**src/rtl/result_serializer.sv**
```systemverilog
// Buffers 48-bit conversion results in a word FIFO and sends each one as a
// framed byte stream (SYNC header, then 6 data bytes MSB first) over valid/ready.
module result_serializer #(
  parameter int         DEPTH = 8,
  parameter logic [7:0] SYNC  = 8'hA5
) (
  input  logic                     clk,
  input  logic                     rstn,
  input  logic [47:0]              din,
  input  logic                     wren,
  output logic [7:0]               tx_data,
  output logic                     tx_valid,
  input  logic                     tx_ready,
  output logic [$clog2(DEPTH):0]   count,
  output logic                     overflow,
  output logic                     busy
);

  localparam int AW = $clog2(DEPTH);
  localparam int CW = AW + 1;
  localparam logic [CW-1:0] FULL_CNT = CW'(DEPTH);

  typedef enum logic [1:0] {IDLE, HDR, DATA} state_t;

  state_t          r_state;
  state_t          w_state_next;
  logic [47:0]     r_mem [DEPTH];
  logic [47:0]     r_shift;
  logic [AW-1:0]   r_wr_ptr;
  logic [AW-1:0]   r_rd_ptr;
  logic [CW-1:0]   r_count;
  logic [2:0]      r_byte_idx;
  logic            r_overflow;
  logic            w_pop;
  logic            w_push;
  logic            w_full;

  assign w_full = (r_count == FULL_CNT);
  // A full FIFO can still take a word on the same edge the head is popped.
  assign w_push = wren && (!w_full || w_pop);

  always_comb begin
    w_state_next = r_state;
    w_pop        = 1'b0;
    tx_valid     = 1'b0;
    tx_data      = 8'h00;
    unique case (r_state)
      IDLE: begin
        if (r_count != '0) begin
          w_pop        = 1'b1;
          w_state_next = HDR;
        end
      end
      HDR: begin
        tx_valid = 1'b1;
        tx_data  = SYNC;
        if (tx_ready) w_state_next = DATA;
      end
      DATA: begin
        tx_valid = 1'b1;
        tx_data  = r_shift[47:40];
        if (tx_ready && (r_byte_idx == 3'd5)) w_state_next = IDLE;
      end
      default: w_state_next = IDLE;
    endcase
  end

  always_ff @(posedge clk or negedge rstn) begin
    if (!rstn) begin
      r_state <= IDLE;
    end else begin
      r_state <= w_state_next;
    end
  end

  // Storage carries no reset; pointer/count reset is what discards contents.
  always_ff @(posedge clk) begin
    if (w_push) r_mem[r_wr_ptr] <= din;
  end

  always_ff @(posedge clk or negedge rstn) begin
    if (!rstn) begin
      r_wr_ptr   <= '0;
      r_rd_ptr   <= '0;
      r_count    <= '0;
      r_overflow <= 1'b0;
    end else begin
      if (w_push) r_wr_ptr <= r_wr_ptr + AW'(1);
      if (w_pop)  r_rd_ptr <= r_rd_ptr + AW'(1);
      case ({w_push, w_pop})
        2'b10:   r_count <= r_count + CW'(1);
        2'b01:   r_count <= r_count - CW'(1);
        default: r_count <= r_count;
      endcase
      if (wren && !w_push) r_overflow <= 1'b1;
    end
  end

  always_ff @(posedge clk or negedge rstn) begin
    if (!rstn) begin
      r_shift    <= '0;
      r_byte_idx <= '0;
    end else if (w_pop) begin
      r_shift    <= r_mem[r_rd_ptr];
      r_byte_idx <= '0;
    end else if ((r_state == HDR) && tx_ready) begin
      r_byte_idx <= '0;
    end else if ((r_state == DATA) && tx_ready) begin
      r_shift    <= {r_shift[39:0], 8'h00};
      r_byte_idx <= r_byte_idx + 3'd1;
    end
  end

  assign count    = r_count;
  assign overflow = r_overflow;
  assign busy     = (r_state != IDLE) || (r_count != '0);

endmodule
```
**config.mk**
```make
export PLATFORM = sky130hd
export DESIGN_NAME = result_serializer
export DESIGN_NICKNAME = d
export VERILOG_FILES = /design/src/rtl/result_serializer.sv
export SDC_FILE = /design/constraint.sdc
export NUM_CORES = 1
export LEC_CHECK = 0
export ABC_AREA = 0
export CORE_AREA = 2 2 211 213
export DETAILED_ROUTE_END_ITERATION = 10
export DIE_AREA = 0 0 213 215
export PLACE_DENSITY = 0.54
export SETUP_SLACK_MARGIN = 0.1
export SYNTH_ARGS = -nofsm -noshare
export SYNTH_HDL_FRONTEND = slang
export SYNTH_SLANG_ARGS = --single-unit
```
**constraint.sdc**
```tcl
create_clock -name clk -period 14.72 [get_ports clk]
set_clock_uncertainty 0.05 [all_clocks]
set_input_delay 2.208 -clock clk [delete_from_list [all_inputs] [get_ports clk]]
set_output_delay 2.208 -clock clk [all_outputs]
set_load 0.05 [all_outputs]
```
After elaboration in Yosys (flattened, before gate mapping)
Memories as Yosys holds them, arrays and structs flattened.
Index checks and enable logic that the tools add are counted.
{"block": "totals", "ff_bits": 64, "mem_bits_rw": 384, "in_bits": 52, "output_inout_bits": 15, "elab_cells": 58, "mem_count": 1}
{"name": "r_mem", "words": 8, "word_bits": 48, "read_ports": 1, "rd_ports_with_merged_regs": 0, "write_ports": 1, "line_no": "27", "rtl": "logic [47:0] r_mem [DEPTH];"}
{"block": "op_classes", "addsub": 5, "eq_ne": 10, "mux": 17, "reduce_logical": 18}
{"cell": "2-to-1 mux 48 bit", "n": 3}
{"cell": "case mux 8 bit (2 select lines)", "n": 1}
{"cell": "adder 3 x 1 -> 3 bit, second input constant", "n": 3}
{"cell": "2-to-1 mux 3 bit", "n": 3}
{"cell": "inequality test 2 bit, second input constant", "n": 4}
{"cell": "case mux 4 bit (2 select lines)", "n": 1}
{"cell": "2-to-1 mux 2 bit", "n": 3}
{"cell": "case mux 2 bit (3 select lines)", "n": 1}
{"cell": "nonzero test 2 bit", "n": 3}
{"cell": "logical AND 1 bit", "n": 5}
{"cell": "2-to-1 mux 1 bit", "n": 5}
{"cell": "adder 4 x 1 -> 4 bit, second input constant", "n": 1}
{"cell": "equality test 2 x 1 -> 1 bit, second input constant", "n": 2}
{"cell": "equality test 2 bit, second input constant", "n": 2}
{"cell": "equality test 4 bit, second input constant", "n": 1}
{"cell": "nonzero test 4 bit", "n": 1}
{"cell": "subtractor 4 x 1 -> 4 bit, second input constant", "n": 1}
{"cell": "equality test 3 bit, second input constant", "n": 1}
{"cell": "AND reduction 3 bit", "n": 1}
{"cell": "nonzero test 3 bit", "n": 1}
{"cell": "zero test 1 bit", "n": 2}
{"cell": "zero test 2 bit", "n": 1}
{"cell": "logical OR 1 bit", "n": 2}
{"cell": "AND reduction 2 bit", "n": 1}
{"cell": "OR reduction 2 bit", "n": 1}

Logic depth before layout (Yosys ltp)
{"block": "depth", "word_depth": 7, "ltp_mapped": 12, "depth_no_buf": 10}

Worst setup path after synthesis
OpenSTA, ideal clock, no wires.
{"block": "synth_timing", "kind": "input-to-reg", "start": "input port wren", "end": "memory r_mem[0][0], enable pin", "t_arrival_ns": 6.000, "required_time_ns": 14.157, "setup_slack_ns": 8.157, "stages": 4, "n_path_buf": 1, "cell_sequence": "buf_2 > o31a_1 > nand2b_1 > nor3_1"}
{"block": "synth_between", "elab_chain_len": 3}
{"item": "start: declaration", "line_no": "10", "rtl": "input logic wren,"}
{"item": "logical AND 1 bit", "line_no": "40", "rtl": "assign w_push = wren && (!w_full || w_pop);"}
{"item": "2-to-1 mux 1 bit", "line_no": "78", "rtl": "if (w_push) r_mem[r_wr_ptr] <= din;"}
{"item": "2-to-1 mux 1 bit (implied by the code)", "line_no": "78"}
{"item": "end: declaration", "line_no": "27"}
No other way between the ends.

Worst setup path in the final report
{"block": "layout_timing", "start": "register r_state[0]", "end": "output port tx_data[2]"}
{"block": "layout_between", "elab_chain_len": 2, "elab_cells_between_ends": 3, "cone_classes": "2 x eq/ne; 1 x mux"}
{"item": "start: declaration", "line_no": "25", "rtl": "state_t r_state;"}
{"item": "start signal: assignment", "line_no": "72", "rtl": "r_state <= w_state_next;"}
{"item": "equality test 2 bit / equality test 2 x 1 -> 1 bit (equally long branches)", "line_no": "47", "rtl": "unique case (r_state)"}
{"item": "case mux 8 bit (2 select lines) *", "line_no": "47"}
{"item": "end: declaration", "line_no": "11", "rtl": "output logic [7:0] tx_data,"}
Every way passes the cells marked *; elsewhere a longest branch is shown, timed or not.

==> impl_results.md <==
- Status: finished clean
- DP HPWL: 18700 um
- Max Freq: 201 MHz
- Rows: 77
- Total power: 4.16 mW
- Slew HR: 31.9%
- Layout cells sized above 1: 21.7%
- Leak Pwr: 6.87 nW
- Placed cell count: 1459
- Detailed Routing Iterations Pass 1: 5
- FF+latch count, synth: 448
- Initial antenna violation count: 0
- Syn-to-layout area delta: 17.0%
- Worst hold slack: 0.414 ns
- WS Path Type: flop to output pin
- First-pass GRT wire length: 55000 um
- Worst-path clk slew: 0.06 ns
- Worst reg2reg setup slack: 11.63 ns
- Clk sinks: 448
- Cell area power density: 206 mW/mm2
- Commonest non-fill, non-tap cell in the layout: edfxtp_1
- FF+latch area: 0.0131 mm2
- Ys flop type: edfxtp_1
- DRC: 0
- Initial Util: 39.5%
- Die height: 215 um
- CP Max Fanout: 14
- Cell Area, Synth: 0.0173 mm2
- CTS Buf Count: 49
- Non-Filler Instances: 1551
- Area of the multi-input gates: 0.00389 mm2
- Die area: 0.0458 mm2
- Clock tree buffer depth: 3
- Syn_area_per_cell: 20.8 um2
- Pin count of the biggest net entering global routing: 65
- Place WS: 9.66 ns
- Post-synth ARST share: 14.3%
- Warnings, synthesis: 0
- DR vias/cell: 5.33
- Seq/Total Area, Yosys: 76.1%
- Worst VDD drop: 0.144 mV
- Setup WS post-layout: 9.74 ns
- Tcrit/Tclk final: 33.8%
- Post-synth EDFFs: 384
- Resize count post-CTS: 0
- Final wirelength: 36400 um
- GRT Util Overall: 16.3%
- Max-cap violations: 0
- Final antenna-violating net count: 0
- Crit start category: flop
- Most frequent cells in the layout: 384 x edfxtp_1, 96 x mux4_2, 65 x clkdlybuf4s50_1
- Post-Synthesis Cells: 831
- Core area: 0.0436 mm2
- Hold Path Class: flop to flop
- Total I/O pin count: 67
- Final net count: 982
- CTS Hold Bufs: 0
- CP arrival: 2.72 ns
- Crit. End Element: output pin
- Final Hold Fails: 0
- Unique masters post-synth: 39
- RSZ-0062 raised after global routing: no
- Gr ovfl total: 0
- Critical Path RT: 12.46 ns
- Finished Core Util: 46.3%
- Final Cell Area: 0.0202 mm2
- Final Slew Violations: 0
- Slew at the pin closest to its max-slew limit: 1.02 ns
- Vias: 8266
- CTS tree: done
- # setup viols final: 0
- Fill cells: 3659
- Post-CTS Setup Inserts: 0
- Vias in the first global route: 8596
- Placed inst area: 0.0186 mm2
- TNS Setup: 0 ns
- Die width: 213 um
- Syn nets: 895
- Initial drt markers: 557
- Min cycle time layout: 4.98 ns
- H-tree depth: 2
- Worst-Skew Late Latency: 0.57 ns
- Clk root buf: clkbuf_16
- I/O Buffers: 66
- Gpl congestion: 0.667
- Per-cell routed wire length: 23.5 um
[cell type report]
cell class                      instances  share of cell area (%)
Clock buffer                           74                    7.20
Timing Repair Buffer                   83                    3.89
Multi-Input combinational cell        328                    19.3
Clock inverter                         17                   0.700
Antenna cell                            1                  0.0124
Tap cell                              592                    3.67
Sequential cell                       448                    65.1
Inverter                                8                   0.149
[critical path: stages (launching register included)]
cell	delay (ns)
dfrtp_1	0.40
inv_1	0.11
ha_1	0.49
a21oi_1	0.17
nor2b_1	0.16
clkdlybuf4s50_1	0.82
[synthesized netlist by cell type, types with 3 or more instances]
master,number,area share (%)
buf_2,29,0.84
o22ai_1,42,1.5
ha_1,11,0.80
nand2_1,12,0.26
xnor2_1,4,0.20
nand2b_1,4,0.14
and3_1,13,0.47
a221o_1,8,0.46
mux2i_1,43,2.5
buf_4,4,0.17
mux2_2,4,0.26
dfrtp_1,64,9.3
edfxtp_1,384,67
inv_1,8,0.17
a21oi_1,48,1.4
mux4_2,96,13
nor2_1,13,0.28
nor2b_1,6,0.22
clkbuf_1,9,0.20
buf_6,4,0.26
nor3_1,3,0.087
nand3_1,3,0.087
xor2_1,3,0.15
[sequential cells by signal (all words and copies together), names as in the netlist]
| register | flops |
|---|---|
| r_byte_idx | 3 |
| r_mem | 384 |
| r_shift | 48 |
| count | 4 |
| r_wr_ptr | 3 |
| r_rd_ptr | 3 |
| r_state | 2 |
| overflow | 1 |
[routing by layer]
| metal | vias up | global-route usage [%] | part of all wire [%] |
|---|---|---|---|
| met3 | 50 | 2.78 | 4.4 |
| met2 | 175 | 25.9 | 48 |
| li1 | 3613 | - | - |
| met1 | 4428 | 23.2 | 46 |
| met5 | - | 0 | 0 |
| met4 | 0 | 5.15 | 2.1 |
[power breakdown]
group	switching, mW	total [mW]	internal (mW)
combinational	0.653	1.17	0.513
clock	0.479	1.19	0.715
sequential	0.156	1.80	1.64
total	1.29	4.16	2.87
[cells by family after synthesis]
logic type | Yosys count | share of synthesized area [%]
mux | 143 | 15.3
flops | 448 | 76.1
xor+xnor | 7 | 0.355
compound gates | 107 | 3.81
fa+ha+maj | 12 | 0.913
simple gates | 59 | 1.81
buf+inv | 55 | 1.73
[path summary, 6_finish.rpt]
| path | startpoint | to | cells after the start |
|---|---|---|---|
| max in group asynchronous | rstn | r_rd_ptr[0] | 1 |
| worst min register to register | overflow | overflow | 1 |
| worst max register to register | r_state[1] | r_mem[2][17] | 6 |
| min in group asynchronous | rstn | r_shift[2] | 1 |
| worst min-delay path | overflow | overflow | 1 |
| worst max-delay path | r_state[0] | tx_data[2] | 5 |
Note: power is estimated with default switching activity, not from simulation.
